<file path="src/rtl/dawg_req_driver.sv">
// Request initiator for a DAWG way-partitioned cache set: queues domain-tagged
// accesses, issues a domain switch (os_req + hitmap) when needed, then the
// user access, and returns one response per request with per-domain stats.
module dawg_req_driver #(
    parameter int unsigned NUM_WAYS    = 8,
    parameter int unsigned ADDR_WIDTH  = 8,
    parameter int unsigned NUM_DOMAINS = 4,
    parameter int unsigned REQ_DEPTH   = 4,
    parameter int unsigned CNT_W       = 16,
    localparam int unsigned DOM_W      = (NUM_DOMAINS > 1) ? $clog2(NUM_DOMAINS) : 1
) (
    input  logic                  clk,
    input  logic                  reset_n,
    // request side
    input  logic                  req_valid,
    output logic                  req_ready,
    input  logic [DOM_W-1:0]      req_dom,
    input  logic [ADDR_WIDTH-1:0] req_addr,
    // response side
    output logic                  rsp_valid,
    input  logic                  rsp_ready,
    output logic                  rsp_hit,
    output logic                  rsp_err,
    output logic [DOM_W-1:0]      rsp_dom,
    output logic [ADDR_WIDTH-1:0] rsp_addr,
    // way-allocation table write
    input  logic                  cfg_we,
    input  logic [DOM_W-1:0]      cfg_dom,
    input  logic [NUM_WAYS-1:0]   cfg_hitmap,
    // statistics
    input  logic [DOM_W-1:0]      stat_dom,
    input  logic                  stat_clr,
    output logic [CNT_W-1:0]      stat_hits,
    output logic [CNT_W-1:0]      stat_misses,
    // cache set interface
    output logic                  cl_os_req,
    output logic [NUM_WAYS-1:0]   cl_hitmap,
    output logic                  cl_user_req,
    output logic [ADDR_WIDTH-1:0] cl_addr,
    input  logic                  cl_hit
);

    localparam int unsigned PTR_W  = (REQ_DEPTH > 1) ? $clog2(REQ_DEPTH) : 1;
    localparam int unsigned CNTQ_W = PTR_W + 1;

    typedef enum logic [2:0] {
        IDLE   = 3'd0,
        SWITCH = 3'd1,
        ACCESS = 3'd2,
        SAMPLE = 3'd3,
        ERR    = 3'd4,
        RESP   = 3'd5
    } state_t;

    state_t state, state_nxt;

    logic [REQ_DEPTH-1:0][DOM_W-1:0]      fifo_dom;
    logic [REQ_DEPTH-1:0][ADDR_WIDTH-1:0] fifo_addr;
    logic [PTR_W-1:0]                     wr_ptr, rd_ptr;
    logic [CNTQ_W-1:0]                    fifo_cnt;
    logic                                 fifo_full, fifo_empty;
    logic                                 push, pop;
    logic [DOM_W-1:0]                     head_dom;
    logic [ADDR_WIDTH-1:0]                head_addr;

    logic [NUM_DOMAINS-1:0][NUM_WAYS-1:0] dom_tbl;
    logic [DOM_W-1:0]                     cur_dom;
    logic                                 dom_valid;

    logic [NUM_DOMAINS-1:0][CNT_W-1:0]    hit_cnt;
    logic [NUM_DOMAINS-1:0][CNT_W-1:0]    miss_cnt;

    logic                                 os_req_nxt, user_req_nxt;
    logic [NUM_WAYS-1:0]                  hitmap_nxt;
    logic [ADDR_WIDTH-1:0]                addr_nxt;

    assign fifo_full  = (fifo_cnt == CNTQ_W'(REQ_DEPTH));
    assign fifo_empty = (fifo_cnt == '0);
    assign req_ready  = !fifo_full;
    assign push       = req_valid && !fifo_full;
    assign head_dom   = fifo_dom[rd_ptr];
    assign head_addr  = fifo_addr[rd_ptr];

    assign stat_hits   = hit_cnt[stat_dom];
    assign stat_misses = miss_cnt[stat_dom];

    // Request FIFO; the head stays in place until the access is sampled.
    always_ff @(posedge clk) begin
        if (!reset_n) begin
            fifo_dom  <= '0;
            fifo_addr <= '0;
            wr_ptr    <= '0;
            rd_ptr    <= '0;
            fifo_cnt  <= '0;
        end else begin
            if (push) begin
                fifo_dom[wr_ptr]  <= req_dom;
                fifo_addr[wr_ptr] <= req_addr;
                wr_ptr            <= wr_ptr + PTR_W'(1);
            end
            if (pop) begin
                rd_ptr <= rd_ptr + PTR_W'(1);
            end
            case ({push, pop})
                2'b10:   fifo_cnt <= fifo_cnt + CNTQ_W'(1);
                2'b01:   fifo_cnt <= fifo_cnt - CNTQ_W'(1);
                default: fifo_cnt <= fifo_cnt;
            endcase
        end
    end

    // Way-allocation table; a rewrite of the active domain forces a re-switch.
    always_ff @(posedge clk) begin
        if (!reset_n) begin
            dom_tbl   <= '0;
            cur_dom   <= '0;
            dom_valid <= 1'b0;
        end else begin
            if (cfg_we) begin
                dom_tbl[cfg_dom] <= cfg_hitmap;
            end
            if (state == SWITCH) begin
                cur_dom   <= head_dom;
                dom_valid <= !(cfg_we && (cfg_dom == head_dom));
            end else if (cfg_we && (cfg_dom == cur_dom)) begin
                dom_valid <= 1'b0;
            end
        end
    end

    // FSM state register.
    always_ff @(posedge clk) begin
        if (!reset_n) begin
            state <= IDLE;
        end else begin
            state <= state_nxt;
        end
    end

    // Next-state, FIFO pop and next values of the registered cache strobes.
    always_comb begin
        state_nxt    = state;
        pop          = 1'b0;
        os_req_nxt   = 1'b0;
        hitmap_nxt   = '0;
        user_req_nxt = 1'b0;
        addr_nxt     = '0;
        case (state)
            IDLE: begin
                if (!fifo_empty) begin
                    if (dom_tbl[head_dom] == '0) begin
                        state_nxt = ERR;
                    end else if (!dom_valid || (cur_dom != head_dom)) begin
                        state_nxt = SWITCH;
                    end else begin
                        state_nxt = ACCESS;
                    end
                end
            end
            SWITCH: state_nxt = ACCESS;
            ACCESS: state_nxt = SAMPLE;
            SAMPLE: begin
                pop       = 1'b1;
                state_nxt = RESP;
            end
            ERR: begin
                pop       = 1'b1;
                state_nxt = RESP;
            end
            RESP: begin
                if (rsp_ready) begin
                    state_nxt = IDLE;
                end
            end
            default: state_nxt = IDLE;
        endcase
        // Strobes are registered, so decode them from the state being entered.
        if (state_nxt == SWITCH) begin
            os_req_nxt = 1'b1;
            hitmap_nxt = dom_tbl[head_dom];
        end
        if (state_nxt == ACCESS) begin
            user_req_nxt = 1'b1;
            addr_nxt     = head_addr;
        end
    end

    // Registered cache-side strobes; payloads are zero whenever the strobe is low.
    always_ff @(posedge clk) begin
        if (!reset_n) begin
            cl_os_req   <= 1'b0;
            cl_hitmap   <= '0;
            cl_user_req <= 1'b0;
            cl_addr     <= '0;
        end else begin
            cl_os_req   <= os_req_nxt;
            cl_hitmap   <= hitmap_nxt;
            cl_user_req <= user_req_nxt;
            cl_addr     <= addr_nxt;
        end
    end

    // Response register; payload holds until the consumer accepts it.
    always_ff @(posedge clk) begin
        if (!reset_n) begin
            rsp_valid <= 1'b0;
            rsp_hit   <= 1'b0;
            rsp_err   <= 1'b0;
            rsp_dom   <= '0;
            rsp_addr  <= '0;
        end else begin
            rsp_valid <= (state_nxt == RESP);
            if (state == SAMPLE) begin
                rsp_hit  <= cl_hit;
                rsp_err  <= 1'b0;
                rsp_dom  <= head_dom;
                rsp_addr <= head_addr;
            end else if (state == ERR) begin
                rsp_hit  <= 1'b0;
                rsp_err  <= 1'b1;
                rsp_dom  <= head_dom;
                rsp_addr <= head_addr;
            end
        end
    end

    // Saturating per-domain hit/miss counters; clear beats a same-cycle increment.
    always_ff @(posedge clk) begin
        if (!reset_n) begin
            hit_cnt  <= '0;
            miss_cnt <= '0;
        end else if (stat_clr) begin
            hit_cnt  <= '0;
            miss_cnt <= '0;
        end else if (state == SAMPLE) begin
            if (cl_hit) begin
                if (hit_cnt[head_dom] != {CNT_W{1'b1}}) begin
                    hit_cnt[head_dom] <= hit_cnt[head_dom] + CNT_W'(1);
                end
            end else begin
                if (miss_cnt[head_dom] != {CNT_W{1'b1}}) begin
                    miss_cnt[head_dom] <= miss_cnt[head_dom] + CNT_W'(1);
                end
            end
        end
    end

endmodule
</file>
<file path="config.mk">
export PLATFORM = sky130hd
export DESIGN_NAME = dawg_req_driver
export DESIGN_NICKNAME = d
export VERILOG_FILES = /design/src/rtl/dawg_req_driver.sv
export SDC_FILE = /design/constraint.sdc
export NUM_CORES = 1
export LEC_CHECK = 0
export CAP_MARGIN = 15
export CORE_MARGIN = 2
export CORE_UTILIZATION = 55
export DETAILED_ROUTE_END_ITERATION = 16
export PLACE_DENSITY_LB_ADDON = 0.15
export SYNTH_ARGS = -nofsm -noshare
export SYNTH_HDL_FRONTEND = slang
export SYNTH_SLANG_ARGS = --single-unit
</file>
<file path="constraint.sdc">
create_clock -name clk -period 5.15 [get_ports clk]
set_clock_uncertainty 0.05 [all_clocks]
set_input_delay 1.03 -clock clk [delete_from_list [all_inputs] [get_ports clk]]
set_output_delay 1.03 -clock clk [all_outputs]
set_load 0.03 [all_outputs]
</file>
==> summary.md, run 1 <==
| Metric | Value |
|---|---|
| Switching Power | 0.00131 W |
| Worst Path Arrival | 4.60 ns |
| Hold WS | 0.411 ns |
| CP delay by family, top | simple AND/OR/NAND/NOR gates |
| First-pass DRT Iterations | 5 |
| Std cell rows | 53 |
| Crit end category | flip-flop |
| Post-synthesis simple-gate area fraction | 16.3% |
| CP Launch Type | flip-flop |
| HP Class | flip-flop to flip-flop |
| Via density | 5.75 |
| Fin nets | 1323 |
| Status | completed |
| CP max stage delay | 0.86 ns |
| Adder-cell share of the synthesized area | 0.917% |
| Avg Inst Size Synth | 9.52 um^2 |
| DPL Wire Length | 18000 um |
| Post-synth net total | 1270 |
| Placer Congestion | 0.847 |
| Leakage | 4.68 nW |
| Hold Vio Cnt, Final | 0 |
| Vias in the first global route | 8812 |
| Comb pwr share | 17.3% |
| Synth Cell Area | 11700 um^2 |
| Buffer count from post-CTS setup fixing | 0 |
| Number of flops mapped to enable cells by yosys | 0 |
| Cell repeated most along the worst path | buf_4 |
| Slew @ Worst Pin | 1.08 ns |
| Internal power | 0.00342 W |
| Yosys top cell by area | dfxtp_1 |
| Via count | 9089 |
| Slew margin rel. | 27.7% |
| Sequential power share | 42.9% |
| Fill count | 1782 |
| Yosys warnings | 0 |
| Mapped Cells | 1233 |
| TNS Setup | 0 ns |
| CTS Sinks | 244 |
| PD cells | 348 nW/um^2 |
| Sequential fraction of the synthesis area | 41.6% |
| Boundary Pins | 93 |
| Compound-Gate Fraction of Synth Area | 13.3% |
| Final setup viols | 0 |
| RSZ-0062 raised after global routing | false |
| Worst path slowest cell | mux4_4 |
| Primary FF master, synth | dfxtp_1 |
| Hold-fix buffers, CTS | 0 |
| Synth Area in XOR/XNOR | 2.76% |
| Total gr overflow | 0 |
| DR WL/cell | 17.5 um |
| Yosys reg bits | 244 |
| Yosys cell types | 51 |
| Reg-to-reg slack, setup | 0.89 ns |
| Fraction of layout cells with a size suffix above 1 | 10.4% |
| Placeable Area | 21000 um^2 |
| Most common cell in the synthesized netlist | dfxtp_1 |
| Cts repair resizes | 0 |
| Starting Density | 56.0% |
| Max Fanout on Critical Path | 24 |
| Fmax | 0.235 GHz |
| Synth top area cells | dfxtp_1 (42%), mux2i_1 (10%), mux4_2 (9.6%) |
| Clk buf depth | 3 |
| Width of the die | 150 um |
| Storage cell area | 4880 um^2 |
| CP cell instances | buf_4 -> mux4_4 -> buf_4 -> mux2_2 -> inv_1 -> ha_1 -> nand3_2 -> or4_1 -> and3_1 -> o21ai_0 -> a21oi_1 |
| Fin crit period | 4.26 ns |
| H-tree lvl count | 1 |
| Post-route antenna net violation count | 0 |
| Max-Cap Viols | 0 |
| CTS root buffer | clkbuf_16 |
| Antenna violations before repair | 1 |
| Largest net degree at the start of global routing | 78 |
| Multi-input gate area | 6340 um^2 |
| First-pass GRT wire length | 45000 um |
| Worst path buffer plus inverter count | 3 |
| Clock share of power | 39.7% |
| Clk slew on worst S/H paths | 0.06 ns |
| Worst vdd ir | 0.234 mV |
| CTS tree | yes |
| 1st-iter DRT viols | 711 |
| Ys async rst share | 0% |
| Final WL | 27600 um |
| Multiplexer share of the synthesized area | 20.7% |
| Yosys top cell area share | 41.6% |
| Synth top cells by count | dfxtp_1 (244), nand2_1 (166), mux2i_1 (122) |
| Critical path class | flip-flop to flip-flop |
| Net Sw Frac | 27.7% |
| Port-buffer cells | 92 |
| Area growth, synth to finish | 15.9% |
| DIE AREA | 22500 um^2 |
| Main combinational cell family by area after synthesis | multiplexers |
| Tot GR Track Use | 24.5% |
| Die Height | 150 um |
| Worst EP required | 5.48 ns |
| Fin. max-slew vios | 0 |
| Period Utilization, post-route | 82.8% |
| Num CTS Buffers | 26 |
| Drt drc | 0 |
| Worst-Skew Late Latency | 0.54 ns |
## power groups by stage
| stage | clock network [W] | registers, W | logic [W] |
|---|---|---|---|
| floorplan | 0 | 0.00208 | 0.000593 |
| global placement | 0 | 0.00207 | 0.000810 |
| detailed placement | 0 | 0.00207 | 0.000817 |
| CTS | 0.00192 | 0.00203 | 0.000822 |
| global route | 0.00201 | 0.00204 | 0.000897 |
| finish | 0.00188 | 0.00203 | 0.000821 |
## layout by cell type (no fill, tap or decap), types with 10 or more instances in the layout
master           instances
and2_1                  19
nand2_1                166
clkbuf_16               26
nand3_1                 80
dfxtp_1                244
nor2b_1                 36
a21boi_0                56
clkdlybuf4s50_1         89
mux2i_1                122
xor2_1                  19
nor2_1                  30
and3_1                  12
o21ai_0                 86
xnor2_1                 18
buf_4                   24
a21oi_1                 90
inv_1                   10
mux4_2                  48
o21ai_1                 22
## metal layers
| layer | wire length [um] | global-route usage (%) | vias up |
|---|---|---|---|
| met5 | 0 | 0 | - |
| met4 | 453 | 6.79 | 0 |
| met3 | 1460 | 3.41 | 42 |
| met2 | 13400 | 40.9 | 224 |
| met1 | 12300 | 33.5 | 4330 |
| li1 | - | - | 4493 |
## final timing paths
| check | startpoint | cells after the start | end |
|---|---|---|---|
| setup / recovery | rd_ptr[1] | 11 | miss_cnt[11] |
| hold / removal | rsp_addr[3] | 2 | rsp_addr[3] |
| setup reg to reg | rd_ptr[1] | 11 | miss_cnt[11] |
| hold reg to reg | rsp_addr[3] | 2 | rsp_addr[3] |
## cells by family (layout without fill, tap and decap cells)
logic type	count (synthesis)	in the layout
XOR/XNOR	37	37
AO/OA/AOI/OAI	271	271
flip-flops	244	244
other	0	1
adder cells (fa/ha/maj)	8	8
AND/OR/NAND/NOR	392	392
buffers and inverters	103	174
multiplexers	178	178
## state kept, by name (all words and copies together), names as in the netlist, 2 cells and up
signal     count
state          3
fifo_addr     32
fifo_cnt       3
cl_addr        8
hit_cnt       64
rsp_dom        2
rsp_addr       8
wr_ptr         2
dom_tbl       32
rd_ptr         2
cl_hitmap      8
miss_cnt      64
cur_dom        2
fifo_dom       8
## area by class of cell
type / instances / share of cell area, %
diodes: 1 / 0.0184
clock buffers: 39 / 5.66
clock inverters: 7 / 0.727
inverters: 10 / 0.276
multi-input cells: 886 / 46.6
flip-flops and latches: 244 / 35.9
well taps: 275 / 2.53
repair buffers: 118 / 8.22
## metrics by stage
step / utilization (%) / instance area [um^2] / power (W) / setup slack (ns) / instances
floorplan: - / 11700 / 0.00268 / 1.54 / 1233
global placement: 60.7 / 12700 / 0.00288 / 1.05 / 1532
detailed placement: 60.7 / 12700 / 0.00289 / 0.948 / 1532
CTS: 64.8 / 13600 / 0.00477 / 0.915 / 1578
global route: 64.9 / 13600 / 0.00494 / 0.680 / 1579
finish: 64.9 / 13600 / 0.00473 / 0.887 / 1580
## worst register-to-register path: stages (launching register included)
cell,delay [ns]
dfxtp_1,0.34
buf_4,0.21
mux4_4,0.86
buf_4,0.36
mux2_2,0.38
inv_1,0.09
ha_1,0.21
nand3_2,0.15
or4_1,0.63
and3_1,0.47
o21ai_0,0.28
a21oi_1,0.06
(Power assumes the default switching activity.)
==> inputs of run 2 (changes only) <==
--- a/config.mk
+++ b/config.mk
@@ -7,7 +7,7 @@
 export LEC_CHECK = 0
 export CAP_MARGIN = 15
 export CORE_MARGIN = 2
-export CORE_UTILIZATION = 55
+export CORE_UTILIZATION = 53
 export DETAILED_ROUTE_END_ITERATION = 16
 export PLACE_DENSITY_LB_ADDON = 0.15
 export SYNTH_ARGS = -nofsm -noshare
==> constraint.sdc (replaced) <==
create_clock -name clk -period 3.59 [get_ports clk]
set_clock_uncertainty 0.05 [all_clocks]
set_input_delay 0.718 -clock clk [delete_from_list [all_inputs] [get_ports clk]]
set_output_delay 0.718 -clock clk [all_outputs]
set_load 0.03 [all_outputs]
==> run 2 against run 1 <==
Net effect:
- count of clock-buffer cells in the layout increased by 6
- register-to-register slack got worse by 0.75 ns
- cell area up 3.0%
- largest cell class unchanged
- critical endpoint is now miss_cnt[1]
- critical path type unchanged
- largest power group unchanged
==> summary.md, run 2 (synthesized netlist as in run 1, its figures left out) <==
| Metric | Value |
|---|---|
| WHS Endpoint | rsp_addr[6] |
| Width of the die | 153 um |
| Worst vdd ir | 0.383 mV |
| Clk slew on worst S/H paths | 0.06 ns |
| Fin crit period | 3.45 ns |
| Drt drc | 0 |
| Met3 routed WL | 1380 um |
| Antenna violations before repair | 0 |
| Most frequent cells in the layout | dfxtp_1 (242), nand2_1 (166), mux2i_1 (121) |
| Pre-CTS setup slack | -0.0213 ns |
| Worst-Skew Late Latency | 0.53 ns |
| Regs by FF count | hit_cnt: 64 flops, miss_cnt: 64 flops |
| Crit end category | flip-flop |
| First-pass DRT Iterations | 6 |
| Hold Vio Cnt, Final | 0 |
| CP Launch Type | flip-flop |
| Fmax | 0.290 GHz |
| Post-route setup slack | 0.137 ns |
| PD cells | 486 nW/um^2 |
| Final WL | 28600 um |
| TNS Setup | 0 ns |
| Boundary Pins | 93 |
| CTS root buffer | clkbuf_16 |
| ANT cells | 0 |
| H-tree lvl count | 1 |
| Largest net degree at the start of global routing | 67 |
| Max Fanout on Critical Path | 12 |
| 1st-iter DRT viols | 666 |
| Area growth, synth to finish | 19.3% |
| Total gr overflow | 0 |
| Fin. max-slew vios | 0 |
| DRT met1 WL | 13100 um |
| Tot GR Track Use | 23.8% |
| Slew @ Worst Pin | 1.15 ns |
| Slew margin rel. | 23.5% |
| FF-to-FF Start | rd_ptr[0] |
| Port-buffer cells | 92 |
| Fin nets | 1360 |
| Commonest non-fill, non-tap cell in the layout | dfxtp_1 |
| Leakage | 4.88 nW |
| Met2 WL | 13500 um |
| Worst EP required | 3.91 ns |
| Hold path cells | 2 |
| Max-Cap Viols | 0 |
| Reg2Reg Depth | 10 |
| DIE AREA | 23300 um^2 |
| Std cell rows | 54 |
| Placer Congestion | 0.829 |
| Critical path class | flip-flop to flip-flop |
| CTS Sinks | 244 |
| Critical path startpoint | rd_ptr[0] |
| Post-route antenna net violation count | 0 |
| Clk buf depth | 3 |
| DPL Wire Length | 18600 um |
| HP Class | flip-flop to flip-flop |
| Fill count | 1825 |
| CTS tree | yes |
| Vias in the first global route | 8993 |
| Starting Density | 53.9% |
| Fraction of layout cells with a size suffix above 1 | 13.3% |
| First-pass GRT wire length | 46600 um |
| HP Start | rsp_addr[6] |
| DR WL/cell | 17.6 um |
| Worst Path Arrival | 3.77 ns |
| Placeable Area | 21800 um^2 |
| Period Utilization, post-route | 96.2% |
| Via density | 5.82 |
| Die Height | 153 um |
| Status | completed |
| Top sig layer | met4 |
| Final setup viols | 0 |
| Reg-to-reg slack, setup | 0.14 ns |
| Via count | 9442 |
| Reg2reg end | miss_cnt[1] |
| Num CTS Buffers | 26 |
-- run 2: changes by cell type in the layout (fill, tap and decap cells not counted), sizes merged --
cell,delta
diode,-1
buf,+36
mux4,+1
bufinv,-1
clkinv,-4
clkbuf,+6
-- run 2: worst max-delay path: stages, from the launching register on --
cell and delay [ns]:
dfxtp_2 0.39, mux4_4 0.80, buf_12 0.22, mux2i_1 0.13, mux2i_1 0.23, nand4_1 0.19, or4_4 0.61, and3_1 0.33
buf_12 0.20, nand2_1 0.09, a21oi_1 0.06
-- run 2: final cells by class --
type / count / area [um^2] / share of cell area (%)
well taps: 280 / 350 / 2.50
clock inverters: 2 / 37.5 / 0.268
repair buffers: 154 / 1480 / 10.5
multi-input cells: 887 / 6420 / 45.9
clock buffers: 45 / 793 / 5.66
inverters: 10 / 37.5 / 0.268
flip-flops and latches: 244 / 4890 / 34.9
-- run 2: worst max path at each step --
stage	to	slack (ns)	cells past startpoint
final	miss_cnt[1]	0.14	10
after global routing	hit_cnt[61]	-0.009	9
after CTS	miss_cnt[47]	0.007	9
after detailed placement	miss_cnt[27]	-0.02	9
after global placement	miss_cnt[27]	0.04	9
after floorplan	miss_cnt[7]	0.0002	17
-- run 2: power by group --
| group | total (W) | internal (W) | switching [W] | leakage (nW) |
|---|---|---|---|---|
| clock network | 0.00262 | 0.00156 | 0.00106 | 0.398 |
| logic | 0.00126 | 0.000523 | 0.000734 | 2.51 |
| registers | 0.00292 | 0.00283 | 0.0000963 | 1.97 |
-- run 2: what timing repair did --
| item | 4_1_cts | 5_1_grt |
|---|---|---|
| gates resized for setup | 2 | 12 |
| setup endpoints to repair | 3 | 108 |
| hold buffers | 0 | 0 |
| pin swaps | 0 | 1 |
| buffers inserted | 0 | 4 |
| cloned | 0 | 1 |
-- run 2: stage by stage --
step	hold slack [ns]	instance area (um^2)	power, W	instances	utilization [%]
2_1_floorplan	0.388	11700	0.00384	1233	-
3_5_place_dp	0.403	13100	0.00420	1570	60.0
4_1_cts	0.412	13900	0.00681	1617	63.8
5_1_grt	0.440	14000	0.00707	1622	64.4
6_report	0.408	14000	0.00680	1622	64.4
3_3_place_gp	0.399	13100	0.00418	1570	60.0
-- run 2: routing by layer --
metal	up-vias	GRT usage (%)
li1	4585	-
met1	4576	33.0
met2	239	39.4
met3	42	3.24
met4	0	6.31
met5	-	0
